## src/rtl/vend_sequencer_if.sv

```systemverilog
// ---------------------------------------------------------------------------
// vend_sequencer_if
//   Bundle of the signals between the vending sequencer and its surroundings.
//   The coin acceptor, selection buttons, stock sensors, dispense mechanism
//   and nickel hopper connect through the master side. The sequencer
//   connects through the slave side.
//
//   Coin acceptor : N, D, Q            1-cycle pulses, one per accepted coin
//   Buttons       : soda, diet, cancel level inputs
//   Stock sensors : soda_empty, diet_empty
//   Dispense      : GiveSoda / GiveDiet request, disp_ack completion
//   Hopper        : chg_nickel request, chg_ack one-nickel-released
//   Status        : coin_reject pulse, credit (in nickels), busy
// ---------------------------------------------------------------------------
interface vend_sequencer_if #(
   parameter int CW = 5
);
   logic          N;
   logic          D;
   logic          Q;
   logic          soda;
   logic          diet;
   logic          cancel;
   logic          soda_empty;
   logic          diet_empty;
   logic          disp_ack;
   logic          chg_ack;
   logic          GiveSoda;
   logic          GiveDiet;
   logic          chg_nickel;
   logic          coin_reject;
   logic [CW-1:0] credit;
   logic          busy;

   // Environment side: drives the machine inputs, observes the controller.
   modport master (
      output N, D, Q, soda, diet, cancel, soda_empty, diet_empty,
             disp_ack, chg_ack,
      input  GiveSoda, GiveDiet, chg_nickel, coin_reject, credit, busy
   );

   // Controller side.
   modport slave (
      input  N, D, Q, soda, diet, cancel, soda_empty, diet_empty,
             disp_ack, chg_ack,
      output GiveSoda, GiveDiet, chg_nickel, coin_reject, credit, busy
   );
endinterface

```

## src/rtl/vend_sequencer.sv

```systemverilog
// ---------------------------------------------------------------------------
// vend_sequencer
//   Central vending controller. Accumulates coin credit in nickel units,
//   arbitrates soda/diet selections, runs the dispense req/ack handshake and
//   then pays out change one nickel at a time over the hopper handshake.
//
//   Ports:
//     CLK    system clock, rising edge
//     reset  synchronous, active-low reset
//     bus    vend_sequencer_if.slave
//              in : N, D, Q, soda, diet, cancel, soda_empty, diet_empty,
//                   disp_ack, chg_ack
//              out: GiveSoda, GiveDiet, chg_nickel, coin_reject, credit, busy
//
//   Parameters:
//     PRICE       product price in nickels
//     MAX_CREDIT  credit ceiling in nickels; coins that would pass it bounce
//     CW          credit register width, must hold MAX_CREDIT+5
//
//   Every output is a register; a response appears the cycle after the edge
//   that sampled its cause.
// ---------------------------------------------------------------------------
module vend_sequencer #(
   parameter int PRICE      = 9,
   parameter int MAX_CREDIT = 15,
   parameter int CW         = 5
) (
   input  logic           CLK,
   input  logic           reset,
   vend_sequencer_if.slave bus
);

   localparam logic [CW-1:0] PRICE_C   = CW'(PRICE);
   localparam logic [CW:0]   MAX_C     = (CW+1)'(MAX_CREDIT);
   localparam logic [CW-1:0] NICKEL_V  = CW'(1);
   localparam logic [CW-1:0] DIME_V    = CW'(2);
   localparam logic [CW-1:0] QUARTER_V = CW'(5);

   typedef enum logic [1:0] {
      IDLE   = 2'd0,
      CREDIT = 2'd1,
      VEND   = 2'd2,
      CHANGE = 2'd3
   } state_t;

   state_t        state_reg;
   logic [CW-1:0] credit_reg;
   logic          give_soda_reg;
   logic          give_diet_reg;
   logic          chg_nickel_reg;
   logic          coin_reject_reg;
   logic          busy_reg;

   // Coin decode and selection qualification, all against registered credit.
   logic [CW-1:0] coin_value;
   logic [CW:0]   coin_sum;
   logic          any_coin;
   logic          multi_coin;
   logic          coin_fits;
   logic          coin_lost;
   logic          sel_soda;
   logic          sel_diet;

   always_comb begin
      coin_value = '0;
      if (bus.Q) begin
         coin_value = QUARTER_V;
      end else if (bus.D) begin
         coin_value = DIME_V;
      end else if (bus.N) begin
         coin_value = NICKEL_V;
      end

      any_coin   = bus.N | bus.D | bus.Q;
      // Only the highest-value coin can ever be credited; any second coin in
      // the same cycle is bounced.
      multi_coin = (bus.N & bus.D) | (bus.N & bus.Q) | (bus.D & bus.Q);

      // One extra bit so the ceiling test cannot be fooled by wrap-around.
      coin_sum   = {1'b0, credit_reg} + {1'b0, coin_value};
      coin_fits  = any_coin && (coin_sum <= MAX_C);
      coin_lost  = multi_coin || (any_coin && !coin_fits);

      sel_soda   = bus.soda && (credit_reg >= PRICE_C) && !bus.soda_empty;
      sel_diet   = bus.diet && (credit_reg >= PRICE_C) && !bus.diet_empty;
   end

   always_ff @(posedge CLK) begin
      if (!reset) begin
         state_reg       <= IDLE;
         credit_reg      <= '0;
         give_soda_reg   <= 1'b0;
         give_diet_reg   <= 1'b0;
         chg_nickel_reg  <= 1'b0;
         coin_reject_reg <= 1'b0;
         busy_reg        <= 1'b0;
      end else begin
         coin_reject_reg <= 1'b0;

         case (state_reg)
            IDLE, CREDIT: begin
               // IDLE holds zero credit, so cancel and selections can only
               // matter once some credit exists.
               if ((state_reg == CREDIT) && bus.cancel) begin
                  state_reg       <= CHANGE;
                  chg_nickel_reg  <= 1'b1;
                  busy_reg        <= 1'b1;
                  coin_reject_reg <= any_coin;
               end else if ((state_reg == CREDIT) && sel_soda) begin
                  state_reg       <= VEND;
                  give_soda_reg   <= 1'b1;
                  busy_reg        <= 1'b1;
                  coin_reject_reg <= any_coin;
               end else if ((state_reg == CREDIT) && sel_diet) begin
                  state_reg       <= VEND;
                  give_diet_reg   <= 1'b1;
                  busy_reg        <= 1'b1;
                  coin_reject_reg <= any_coin;
               end else begin
                  if (coin_fits) begin
                     credit_reg <= coin_sum[CW-1:0];
                     state_reg  <= CREDIT;
                  end
                  coin_reject_reg <= coin_lost;
               end
            end

            VEND: begin
               coin_reject_reg <= any_coin;
               if (bus.disp_ack) begin
                  // credit >= PRICE is guaranteed on entry to VEND.
                  credit_reg    <= credit_reg - PRICE_C;
                  give_soda_reg <= 1'b0;
                  give_diet_reg <= 1'b0;
                  if (credit_reg > PRICE_C) begin
                     state_reg      <= CHANGE;
                     chg_nickel_reg <= 1'b1;
                  end else begin
                     state_reg <= IDLE;
                     busy_reg  <= 1'b0;
                  end
               end
            end

            CHANGE: begin
               coin_reject_reg <= any_coin;
               if (bus.chg_ack && chg_nickel_reg) begin
                  credit_reg <= credit_reg - NICKEL_V;
                  if (credit_reg == NICKEL_V) begin
                     chg_nickel_reg <= 1'b0;
                     state_reg      <= IDLE;
                     busy_reg       <= 1'b0;
                  end
               end
            end

            default: begin
               state_reg <= IDLE;
            end
         endcase
      end
   end

   assign bus.GiveSoda    = give_soda_reg;
   assign bus.GiveDiet    = give_diet_reg;
   assign bus.chg_nickel  = chg_nickel_reg;
   assign bus.coin_reject = coin_reject_reg;
   assign bus.credit      = credit_reg;
   assign bus.busy        = busy_reg;

endmodule

```

## src/flat_wrapper.sv

```systemverilog
// flat-port wrapper written by rule: the top's interface ports become plain ports
module vend_sequencer_flat 
#(
   parameter int PRICE      = 9,
   parameter int MAX_CREDIT = 15,
   parameter int CW         = 5
)
  (CLK, reset, bus_N, bus_D, bus_Q, bus_soda, bus_diet, bus_cancel, bus_soda_empty, bus_diet_empty, bus_disp_ack, bus_chg_ack, bus_GiveSoda, bus_GiveDiet, bus_chg_nickel, bus_coin_reject, bus_credit, bus_busy);
  vend_sequencer_if #(.CW(CW)) bus_i ();
  input  logic CLK;
  input  logic reset;
  input wire logic [$bits(bus_i.N)-1:0] bus_N;
  input wire logic [$bits(bus_i.D)-1:0] bus_D;
  input wire logic [$bits(bus_i.Q)-1:0] bus_Q;
  input wire logic [$bits(bus_i.soda)-1:0] bus_soda;
  input wire logic [$bits(bus_i.diet)-1:0] bus_diet;
  input wire logic [$bits(bus_i.cancel)-1:0] bus_cancel;
  input wire logic [$bits(bus_i.soda_empty)-1:0] bus_soda_empty;
  input wire logic [$bits(bus_i.diet_empty)-1:0] bus_diet_empty;
  input wire logic [$bits(bus_i.disp_ack)-1:0] bus_disp_ack;
  input wire logic [$bits(bus_i.chg_ack)-1:0] bus_chg_ack;
  output wire logic [$bits(bus_i.GiveSoda)-1:0] bus_GiveSoda;
  output wire logic [$bits(bus_i.GiveDiet)-1:0] bus_GiveDiet;
  output wire logic [$bits(bus_i.chg_nickel)-1:0] bus_chg_nickel;
  output wire logic [$bits(bus_i.coin_reject)-1:0] bus_coin_reject;
  output wire logic [$bits(bus_i.credit)-1:0] bus_credit;
  output wire logic [$bits(bus_i.busy)-1:0] bus_busy;
  assign bus_i.N = bus_N;
  assign bus_i.D = bus_D;
  assign bus_i.Q = bus_Q;
  assign bus_i.soda = bus_soda;
  assign bus_i.diet = bus_diet;
  assign bus_i.cancel = bus_cancel;
  assign bus_i.soda_empty = bus_soda_empty;
  assign bus_i.diet_empty = bus_diet_empty;
  assign bus_i.disp_ack = bus_disp_ack;
  assign bus_i.chg_ack = bus_chg_ack;
  assign bus_GiveSoda = bus_i.GiveSoda;
  assign bus_GiveDiet = bus_i.GiveDiet;
  assign bus_chg_nickel = bus_i.chg_nickel;
  assign bus_coin_reject = bus_i.coin_reject;
  assign bus_credit = bus_i.credit;
  assign bus_busy = bus_i.busy;
  vend_sequencer #(.PRICE(PRICE), .MAX_CREDIT(MAX_CREDIT), .CW(CW)) u_core (.CLK(CLK), .reset(reset), .bus(bus_i));
endmodule
```

## config.mk

```make
export PLATFORM = sky130hd
export DESIGN_NAME = vend_sequencer_flat
export DESIGN_NICKNAME = d
export VERILOG_FILES = /design/src/rtl/vend_sequencer_if.sv /design/src/rtl/vend_sequencer.sv /design/src/flat_wrapper.sv
export SDC_FILE = /design/constraint.sdc
export NUM_CORES = 1
export LEC_CHECK = 0
export CORE_ASPECT_RATIO = 0.5
export CORE_MARGIN = 3
export CORE_UTILIZATION = 35
export CTS_CLUSTER_SIZE = 12
export DETAILED_ROUTE_END_ITERATION = 7
export SETUP_SLACK_MARGIN = 0.05
export SYNTH_ARGS = -nofsm -noshare
export SYNTH_HDL_FRONTEND = slang
export SYNTH_SLANG_ARGS = --single-unit
```

## constraint.sdc

```tcl
create_clock -name CLK -period 4.82 [get_ports CLK]
set_clock_uncertainty 0.1 [all_clocks]
set_input_delay 1.205 -clock CLK [delete_from_list [all_inputs] [get_ports CLK]]
set_output_delay 1.205 -clock CLK [all_outputs]
set_load 0.01 [all_outputs]
```

Yosys cells after proc, flatten, opt, wreduce, memory -nomap -nowiden
Cells that the tools add are included.
{ "classes": {"add_sub_neg": 3, "n_lt_le_gt_ge": 3, "eq_ne": 18, "mux": 42, "n_bitwise": 7, "n_reduce_logical": 24} }
{ "op_table": {"columns": ["operator", "n"], "rows": [
  ["5-bit 2-to-1 mux", 8],
  ["1-bit 2-to-1 mux", 19],
  ["2-bit 2-to-1 mux", 8],
  ["5-bit case mux with 3 select lines", 1],
  ["5-bit AND reduction", 3],
  ["2-bit by 1-bit inequality test with 1-bit output (second input constant)", 7],
  ["1-bit logical AND", 10],
  ["2-bit inequality test (second input constant)", 5],
  ["4-bit AND reduction", 2],
  ["5-bit by 5-bit adder with 6-bit output", 1],
  ["6-bit by 4-bit less-or-equal comparator with 1-bit output (second input constant)", 1],
  ["1-bit case mux with 2 select lines", 3],
  ["1-bit case mux with 3 select lines", 2],
  ["2-bit case mux with 3 select lines", 1],
  ["6-bit AND reduction", 1],
  ["5-bit by 1-bit equality test with 1-bit output (second input constant)", 1],
  ["5-bit by 4-bit >= comparator with 1-bit output (second input constant)", 1],
  ["5-bit by 4-bit greater-than comparator with 1-bit output (second input constant)", 1],
  ["5-bit by 1-bit inequality test with 1-bit output (second input constant)", 1],
  ["5-bit by 1-bit subtractor with 5-bit output (second input constant)", 1],
  ["5-bit by 4-bit subtractor with 5-bit output (second input constant)", 1],
  ["2-bit equality test (second input constant)", 2],
  ["4-bit by 1-bit inequality test with 1-bit output (second input constant)", 1],
  ["1-bit OR", 4],
  ["7 further kinds", 12]
]} }
{ "totals": {"reg_bits": 12, "input_bits": 12, "out_inout_bits": 10, "elab_cells": 104} }

Depth between registers and ports, before layout
Gate-level depths: netlist of run 1.
{ "depth": {"ltp_word": 13, "ltp_mapped": 11, "mapped_depth_nobuf": 11} }

Worst setup path before layout of run 1
OpenSTA, ideal clock, no wires.
{ "synth_timing": {"kind": "input to register", "from": "input port bus_D", "to": "register u_core.credit_reg[0], in the netlist u_core.bus.credit[0]", "t_arrival_ps": 3021, "required_time_ps": 4604, "slack_ps": 1584, "cell_stages": 11, "n_path_buf": 0, "path_cell_list": "inv_1 > a21o_1 > ha_1 > inv_1 > fa_1 > nand2b_1 > nor4_4 > o31a_2 > o211ai_4 > a211o_1 > and3_1"} }
{ "synth_via": {"elab_chain_len": 8} }
{ "synth_lines": {"columns": ["element", "line_no", "text"], "rows": [
  ["from (decl)", "flat_wrapper.sv:13", "input wire logic [$bits(bus_i.D)-1:0] bus_D;"],
  ["branches (longest 8 deep; another with 5-bit by 5-bit adder with 6-bit output)", null, null],
  ["to (signal assigned)", "vend_sequencer.sv:121", "credit_reg <= coin_sum[CW-1:0];"],
  ["to (signal assigned)", "vend_sequencer.sv:132", "credit_reg <= credit_reg - PRICE_C;"],
  ["to (signal assigned)", "vend_sequencer.sv:148", "credit_reg <= credit_reg - NICKEL_V;"],
  ["to (decl)", "vend_sequencer.sv:47", "logic [CW-1:0] credit_reg;"]
]} }
Parallel ways; which one is timed is not known. The select of a mux whose other input is x is not followed.
A chain may end at the register's enable or synchronous reset.

Worst setup path in the final report of run 1
{ "layout_timing": {"from": "input port bus_N", "to": "register u_core.credit_reg[3], in the netlist u_core.bus.credit[3]"} }
{ "layout_via": {"elab_chain_len": 9} }
{ "layout_lines": {"columns": ["element", "line_no", "text"], "rows": [
  ["from (decl)", "flat_wrapper.sv:12", "input wire logic [$bits(bus_i.N)-1:0] bus_N;"],
  ["branches (longest 9 deep; another with 5-bit by 5-bit adder with 6-bit output)", null, null]
]} }
Parallel ways; which one is timed is not known. The select of a mux whose other input is x is not followed.

==> results of run 1 <==
==> cells in the mapped netlist (all sizes together) <==
master / n / area [µm²]
dfxtp: 12 / 240
nand2: 11 / 41.3
inv: 10 / 37.5
nor2: 8 / 30.0
nand3: 7 / 35.0
o21ai: 7 / 35.0
a21oi: 5 / 25.0
buf: 5 / 36.3
ha: 5 / 62.6
nand2b: 5 / 31.3
a211oi: 3 / 22.5
nor2b: 3 / 18.8
or2b: 3 / 22.5
a21boi: 2 / 15.0
a21o: 2 / 15.0
a221oi: 2 / 17.5
and3: 2 / 12.5
mux2i: 2 / 20.0
o211ai: 2 / 28.8
o311ai: 2 / 17.5
or3: 2 / 13.8
a211o: 1 / 8.76
a221o: 1 / 11.3
a22oi: 1 / 7.51
a311oi: 1 / 8.76
a31oi: 1 / 6.26
a32oi: 1 / 8.76
clkbuf: 1 / 3.75
fa: 1 / 20.0
nand3b: 1 / 7.51
nand4: 1 / 6.26
nor3: 1 / 5.00
nor3b: 1 / 7.51
nor4: 1 / 21.3
nor4b: 1 / 8.76
o31a: 1 / 10.0
o41ai: 1 / 16.3
xnor2: 1 / 8.76
==> critical path, stage by stage <==
cell and delay (ps):
clkdlybuf4s50_1 520, a21o_1 130, ha_1 150, inv_1 60, fa_1 370, nand2b_1 220
nor3b_1 190, o31a_2 370, o211ai_4 260, a211oi_1 100, mux2i_1 150
==> worst min path at each step <==
| stage | endpoint | slack, ps | cells after the start |
|---|---|---|---|
| after floorplan | u_core.bus.GiveDiet | 390 | 2 |
| after CTS | u_core.bus.busy | 370 | 2 |
| final | u_core.bus.busy | 360 | 2 |
| after detailed placement | u_core.bus.busy | 360 | 2 |
| after global routing | u_core.bus.busy | 390 | 2 |
| after global placement | u_core.bus.busy | 360 | 2 |
==> area by class of cell <==
cell class	instances	area share (%)
clock buffer	3	3.44
tap	35	3.65
inverter	10	3.13
timing repair buffer	21	17.5
sequential	12	20.0
multi-input combinational	89	52.2
==> power by group <==
part	leakage, nW	switching [mW]	internal (mW)	total [mW]
Sequential	0.0987	0.0660	0.130	0.196
Combinational	0.338	0.173	0.163	0.336
Clock	0.0216	0.0379	0.0552	0.0931
==> routing by layer <==
layer	GRT usage, %	part of all wire (%)	vias up
met5	0	0	-
met4	7.53	2.4	0
met3	5.51	5.2	6
met2	21.1	40	32
met1	21.5	52	407
li1	-	-	462
==> cell families (layout without fill, tap and decap cells) <==
family,count (synthesis),in the layout
muxes,2,2
and+or+nand+nor,47,47
buffers and inverters,16,34
adders and majority gates,6,6
DFF,12,12
xor gates and xnor gates,1,1
AOI/OAI and AO/OA,33,33
==> qor.yml, run 1 <==
synth:
  synthAdderAreaFrac_pct: 8.74
  syn-cell-area_um2: 945
  syn-num-nets: 135
  share_of_cell_area_taken_by_muxes_after_synthesis_pct: 2.12
  yosys.cell_types.count: 43
  synthSimpleGateAreaFrac_pct: 27.7
  synth_xor_area_share_pct: 0.927
  ys_warn_count: 0
  synth_sequential_area_ratio_pct: 25.4
  synth_top_family_by_area: "simple AND/OR/NAND/NOR gates"
  synth_compound_gate_area_share_pct: 26.9
  syn-mean-instance-area_um2: 8.07
  synth-seq-cells: 12
  postSynthCellCount: 117
cells_and_area:
  final_layout_size_suffix_gt1_share_pct: 6.67
  final_cell_mix: "clkdlybuf4s50_1, dfxtp_1, nand2_1"
  layout.cells.most_common: "clkdlybuf4s50_1"
  multiInputGateArea_um2: 627
  finish.instance_area_um2: 1200
  num_antenna_cells: 0
  largest_reg_flops: 5
  final_util_pct: 50.3
  regArea_um2: 240
  stdcell_count: 170
  final.fill_count: 241
  nNetsFinal: 155
  syn2layout_area_growth_pct: 27.0
placed_design:
  post-place-cells: 167
  placement.io_buffers: 21
  gpl.final_weighted_congestion: 0.805
  placed_cell_area_um2: 1160
  placement.setup.worst_slack_ps: 870
  detailedPlacementHpwl_um: 1840
sta:
  hold_violations: 0
  setup_ws_ps: 1120
  rsz0062_at_grt: "no"
  worst_slew_pin_slew_ps: 696
  fin_crit_ps: 3700
  setup_viol: 0
  whs_ps: 365
  relSlewSlack_pct: 53.0
  slew_violations: 0
  final_layout_setup_total_negative_slack_ps: 0
  fin_crit_sh_pct: 76.7
  achievable-frequency_mhz: 270
route:
  average_wire_per_cell_in_the_routed_design_um: 14.1
  drt.antenna.violating_nets: 0
  drt_first_pass_iters: 4
  route.vias.total: 907
  routed_wirelength_um: 2400
  first_iter_violations: 34
  route.detailed.drc: 0
  post_drt_via_cell_ratio: 5.34
clock_network:
  post_cts_buffers: 0
  numClockSinks: 12
  h-tree-depth: 1
  numCtsBuffers: 3
  cts-root-buf: "clkbuf_8"
  clockBufferDepth: 2
  cts_tree: "done"
  insertion_delay_ps: 240
  cts_repair_resize_count: 0
  holdBufCountCts: 0
  clock_transition_time_at_the_flip_flop_clock_pins_of_the_worst_setup_and_hold_paths_ps: 50
worst_setup_path:
  cp_max_fo: 8
  timing.critical_path.required_ps: 4850
  regToRegSetupSlack_ps: 2180
  crit_type: "in2reg"
  worstSetupStartpointType: "input port"
  rr_endpoint: "u_core.bus.credit[3]"
  setup.worst_path.end: "u_core.bus.credit[3]"
  end_kind: "flip-flop"
  number_of_cell_instances_on_the_worst_register_to_register_path: 9
  timing.critical_path.from: "bus_N"
  worstPathArrival_ps: 3730
  worst_r2r_startpoint: "u_core.bus.credit[0]"
grt:
  wire_length_of_the_first_global_routing_pass_um: 3960
  globalRouteTotalUtil_pct: 15.5
  antenna_found_initial: 0
  grt_start_max_net_pins: 18
  globalRouteOverflowTotal: 0
  grt_pass1_vias: 837
pwr:
  power-per-cell-area_nw_per_um2: 521
  total_power_mw: 0.625
  cellLeakagePower_nw: 0.458
  ir_worst_vdd_mv: 0.182
die:
  num_rows: 12
  die_area_um2: 3400
  design.portCount: 22
  core_area_um2: 2390
  floorplan.initialDensity_pct: 39.6
  die_h_um: 42.7
  floorplan.die.width_um: 79.5
outcome:
  run_status: "finished clean"
worst_hold_path:
  hold_start: "u_core.bus.busy"
  min_path_type: "reg2reg"
run:
  maxCapViolations: 0
No activity file was read; power rests on OpenSTA's default activity.
==> inputs of run 2 (changes only) <==
clock period = 3.6 ns   (was 4.82 ns; I/O delays follow)
==> qor.yml, run 2 (same netlist as run 1, synthesis figures left out) <==
die:
  floorplan.initialDensity_pct: 39.6  # unchanged
  floorplan.die.width_um: 79.5  # unchanged
  design.portCount: 22  # unchanged
  die_area_um2: 3400  # unchanged
  core_area_um2: 2390  # unchanged
  num_rows: 12  # unchanged
  die_h_um: 42.7  # unchanged
worst_setup_path:
  worstSetupStartpointType: "input port"
  worst-path-buf-inv: 2  # unchanged
  timing.critical_path.slowest_cell_delay_ps: 480  # -40 ps
  worstPathArrival_ps: 3320  # -410 ps
  end_kind: "flip-flop"
  critical_path.cell_chain: "clkdlybuf4s50_1 > a21o_1 > ha_1 > inv_1 > fa_1 > nand2b_1 > nor3b_1 > o31a_2 > o211ai_4 > a211oi_1 > mux2i_1"
  cpLargestDelayFamily: "compound AO/OA/AOI/OAI gates"
  cp_max_fo: 8  # unchanged
  timing.critical_path.slowest_stage_cell: "clkdlybuf4s50_1"
  timing.critical_path.required_ps: 3620  # -1230 ps
  crit_type: "in2reg"
  regToRegSetupSlack_ps: 1020  # -1160 ps
cells_and_area:
  num_antenna_cells: 0  # unchanged
  layout.cells.most_common: "clkdlybuf4s50_1"
  final_cell_mix: "clkdlybuf4s50_1, dfxtp_1, nand2_1"
  final.fill_count: 237  # -1.7%
  nNetsFinal: 160  # +3.2%
  syn2layout_area_growth_pct: 31.0
  largest_reg_flops: 5  # unchanged
  final_util_pct: 51.8  # +1.6 points
  final_layout_size_suffix_gt1_share_pct: 10.0  # +3.3 points
route:
  route.vias.total: 934  # +3.0%
  drt_first_pass_iters: 4  # unchanged
  post_drt_via_cell_ratio: 5.34  # about the same
  average_wire_per_cell_in_the_routed_design_um: 13.5  # -4.3%
  routed_wirelength_um: 2360  # -1.5%
  first_iter_violations: 70  # +110%
  route.detailed.drc: 0  # unchanged
  drt.antenna.violating_nets: 0  # unchanged
clock_network:
  cts_tree: "done"
  cts_repair_resize_count: 0  # unchanged
  numClockSinks: 12  # unchanged
  clockBufferDepth: 2  # unchanged
  insertion_delay_ps: 240  # about the same
  cts-root-buf: "clkbuf_8"
  h-tree-depth: 1  # unchanged
  clock_transition_time_at_the_flip_flop_clock_pins_of_the_worst_setup_and_hold_paths_ps: 50  # about the same
  post_cts_buffers: 0  # unchanged
  holdBufCountCts: 0  # unchanged
  numCtsBuffers: 3  # unchanged
grt:
  antenna_found_initial: 0  # unchanged
  wire_length_of_the_first_global_routing_pass_um: 3910  # -1.4%
  globalRouteOverflowTotal: 0  # unchanged
  grt_start_max_net_pins: 18  # unchanged
  grt_pass1_vias: 837  # unchanged
  globalRouteTotalUtil_pct: 15.0  # -0.50 points
sta:
  fin_crit_sh_pct: 91.8
  final_layout_setup_total_negative_slack_ps: 0  # unchanged
  fin_crit_ps: 3300
  achievable-frequency_mhz: 303
  relSlewSlack_pct: 68.8  # +16 points
  setup_viol: 0  # unchanged
  worst_slew_pin_slew_ps: 461  # -234 ps
  slew_violations: 0  # unchanged
  rsz0062_at_grt: "no"
  hold_violations: 0  # unchanged
worst_hold_path:
  min_path_type: "reg2reg"
pwr:
  ir_worst_vdd_mv: 0.228  # +26%
  cellLeakagePower_nw: 0.483  # +5.4%
  power-per-cell-area_nw_per_um2: 686  # +32%
  total_power_mw: 0.849  # +36%
outcome:
  run_status: "finished clean"
placed_design:
  placement.io_buffers: 21  # unchanged
  detailedPlacementHpwl_um: 1850  # +0.56%
  gpl.final_weighted_congestion: 0.781  # -2.9%
run:
  maxCapViolations: 0  # unchanged
[run 2: area by class of cell]
class | instances | area [µm²] | share of cell area [%]
repair buffers | 26 | 248 | 20.0
multi-input cells | 89 | 627 | 50.7
clock buffers | 3 | 41.3 | 3.34
flip-flops and latches | 12 | 240 | 19.4
inverters | 10 | 37.5 | 3.03
well taps | 35 | 43.8 | 3.54
[run 2: final timing paths]
path / start / cells past startpoint / end
worst max-delay path: bus_N / 11 / u_core.bus.credit[3]
worst min-delay path: u_core.bus.busy / 2 / u_core.bus.busy
worst max register to register: u_core.bus.credit[0] / 9 / u_core.bus.credit[3]
worst min register to register: u_core.bus.busy / 2 / u_core.bus.busy
[run 2: through the flow]
step	instances	setup WS (ps)	area, µm²	hold slack, ps
2_1_floorplan	117	669	945	385
3_3_place_gp	172	87.1	1200	364
3_5_place_dp	172	48.6	1200	366
4_1_cts	175	291	1240	373
5_1_grt	175	143	1240	400
6_report	175	297	1240	366
[run 2: routing by layer]
metal	vias up	global-route usage [%]	part of all wire [%]
met5	-	0	0
met1	424	21.2	49
met2	35	22.4	41
met4	0	4.11	1.0
met3	2	4.03	9.0
li1	473	-	-
[run 2: worst min-delay path: cells and delay by family, from the launching register on]
kind | cells | cell delay (ps)
buffers and inverters | 1 | 50
AO/OA/AOI/OAI | 1 | 60
flip-flops | 1 | 300
[run 2: power by group]
group / internal [mW] / switching [mW]
sequential: 0.174 / 0.0681
combinational: 0.234 / 0.250
clock: 0.0737 / 0.0482
==> inputs of run 3 (changes only) <==
CORE_MARGIN = 1.5   (was 3)
==> qor.yml, run 3 (same netlist as run 1, synthesis figures left out) <==
outcome:
  run_status: "finished clean"
sta:
  hold_violations: 0  # unchanged
  achievable-frequency_mhz: 297  # -2.0%
  setup_viol: 0  # unchanged
  rsz0062_at_grt: "no"
  fin_crit_sh_pct: 93.7  # +1.9 points
  setup_ws_ps: 228  # -69.0 ps
  worst_slew_pin_slew_ps: 643  # +182 ps
  slew_violations: 0  # unchanged
  fin_crit_ps: 3370  # +69.0 ps
  whs_ps: 369  # +3.18 ps
  relSlewSlack_pct: 57.1  # -12 points
pwr:
  switching_power_mw: 0.360  # -1.8%
  total_power_mw: 0.834  # -1.7%
  clock_power_share_pct: 15.0  # +0.6 points
  cellLeakagePower_nw: 0.473  # -2.1%
  cellInternalPower_mw: 0.474  # -1.6%
  power-per-cell-area_nw_per_um2: 681  # -0.69%
  logic_gate_share_of_total_power_pct: 53.9  # -3.2 points
  switching_share_pct: 43.1  # -0.045 points
  ir_worst_vdd_mv: 0.183  # -20%
  p_seq_share_pct: 31.1  # +2.6 points
worst_hold_path:
  min_path_type: "reg2reg"
clock_network:
  cts_tree: "done"
  post_cts_buffers: 0  # unchanged
  cts-root-buf: "clkbuf_8"
  h-tree-depth: 1  # unchanged
  clock_transition_time_at_the_flip_flop_clock_pins_of_the_worst_setup_and_hold_paths_ps: 50  # about the same
  holdBufCountCts: 0  # unchanged
  numClockSinks: 12  # unchanged
  clockBufferDepth: 2  # unchanged
  insertion_delay_ps: 240  # about the same
  numCtsBuffers: 3  # unchanged
  cts_repair_resize_count: 0  # unchanged
grt:
  grt_pass1_vias: 737  # -12%
  wire_length_of_the_first_global_routing_pass_um: 3600  # -7.8%
  globalRouteTotalUtil_pct: 16.0  # +0.93 points
  globalRouteOverflowTotal: 0  # unchanged
  antenna_found_initial: 0  # unchanged
  grt_start_max_net_pins: 18  # unchanged
cells_and_area:
  num_antenna_cells: 0  # unchanged
  final_layout_size_suffix_gt1_share_pct: 8.70  # -1.3 points
  final_cell_mix: "clkdlybuf4s50_1, dfxtp_1, nand2_1"
  final_util_pct: 47.7  # -4.2 points
  nNetsFinal: 158  # -1.3%
  largest_reg_flops: 5  # unchanged
  final.fill_count: 265  # +12%
  syn2layout_area_growth_pct: 29.7
  layout.cells.most_common: "clkdlybuf4s50_1"
die:
  die_area_um2: 3040  # -11%
  design.portCount: 22  # unchanged
  floorplan.initialDensity_pct: 36.8  # -2.8 points
  num_rows: 13  # +1
  floorplan.die.width_um: 76.5  # -3.8%
  core_area_um2: 2570  # +7.7%
  die_h_um: 39.7  # -7.0%
route:
  drt_first_pass_iters: 4  # unchanged
  route.vias.total: 924  # -1.1%
  drt.antenna.violating_nets: 0  # unchanged
  first_iter_violations: 47  # -33%
  route.detailed.drc: 0  # unchanged
  post_drt_via_cell_ratio: 5.28  # -1.1%
  routed_wirelength_um: 2240  # -5.1%
  average_wire_per_cell_in_the_routed_design_um: 12.8  # -5.1%
worst_setup_path:
  worstPathArrival_ps: 3400  # +80 ps
  crit_type: "in2reg"
  timing.critical_path.required_ps: 3620  # about the same
  worstSetupStartpointType: "input port"
  cp_max_fo: 8  # unchanged
  end_kind: "flip-flop"
run:
  maxCapViolations: 0  # unchanged
placed_design:
  placement.setup.worst_slack_ps: -26.7  # -75.3 ps
  placement.io_buffers: 21  # unchanged
  detailedPlacementHpwl_um: 1700  # -7.8%
  gpl.final_weighted_congestion: 0.768  # -1.7%
[run 3: power groups by stage]
stage / clock network, mW / logic [mW] / registers, mW
6_report: 0.125 / 0.450 / 0.259
5_1_grt: 0.134 / 0.499 / 0.269
4_1_cts: 0.127 / 0.448 / 0.258
3_5_place_dp: 0 / 0.444 / 0.261
3_3_place_gp: 0 / 0.449 / 0.262
2_1_floorplan: 0 / 0.341 / 0.225
[run 3: stage by stage]
stage | cells | area, µm² | setup TNS, ps
floorplan | 117 | 945 | 0
global placement | 172 | 1180 | 0
detailed placement | 172 | 1180 | -26.7
CTS | 175 | 1220 | 0
global route | 175 | 1220 | 0
finish | 175 | 1220 | 0
[run 3: layout make-up]
cell class	instances	area, µm²	share of cell area (%)
Clock buffer	3	41.3	3.37
Tap cell	37	46.3	3.78
Multi-Input combinational cell	89	627	51.2
Inverter	10	37.5	3.06
Timing Repair Buffer	24	233	19.0
Sequential cell	12	240	19.6
[run 3: worst paths after layout]
kind	cells past startpoint	endpoint	from	slack, ps
max reg2reg	9	u_core.bus.credit[3]	u_core.bus.credit[0]	1010
min	2	u_core.bus.GiveDiet	u_core.bus.GiveDiet	370
max	11	u_core.bus.credit[3]	bus_Q	230
min reg2reg	2	u_core.bus.GiveDiet	u_core.bus.GiveDiet	370
[run 3: routing by layer]
| metal | up-vias | GRT usage [%] | part of all wire (%) |
|---|---|---|---|
| li1 | 470 | - | - |
| met1 | 420 | 21.5 | 51 |
| met2 | 31 | 24.1 | 41 |
| met3 | 3 | 5.12 | 7.5 |
| met4 | 0 | 5.56 | 0.54 |
| met5 | - | 0 | 0 |
[run 3: critical path, cell delays in order]
cell	delay [ps]
clkdlybuf4s50_1	530
a21o_1	110
ha_1	150
inv_1	50
fa_1	360
nand2b_1	220
nor3b_1	180
o31a_2	380
o211ai_4	260
a211oi_1	100
mux2i_1	150
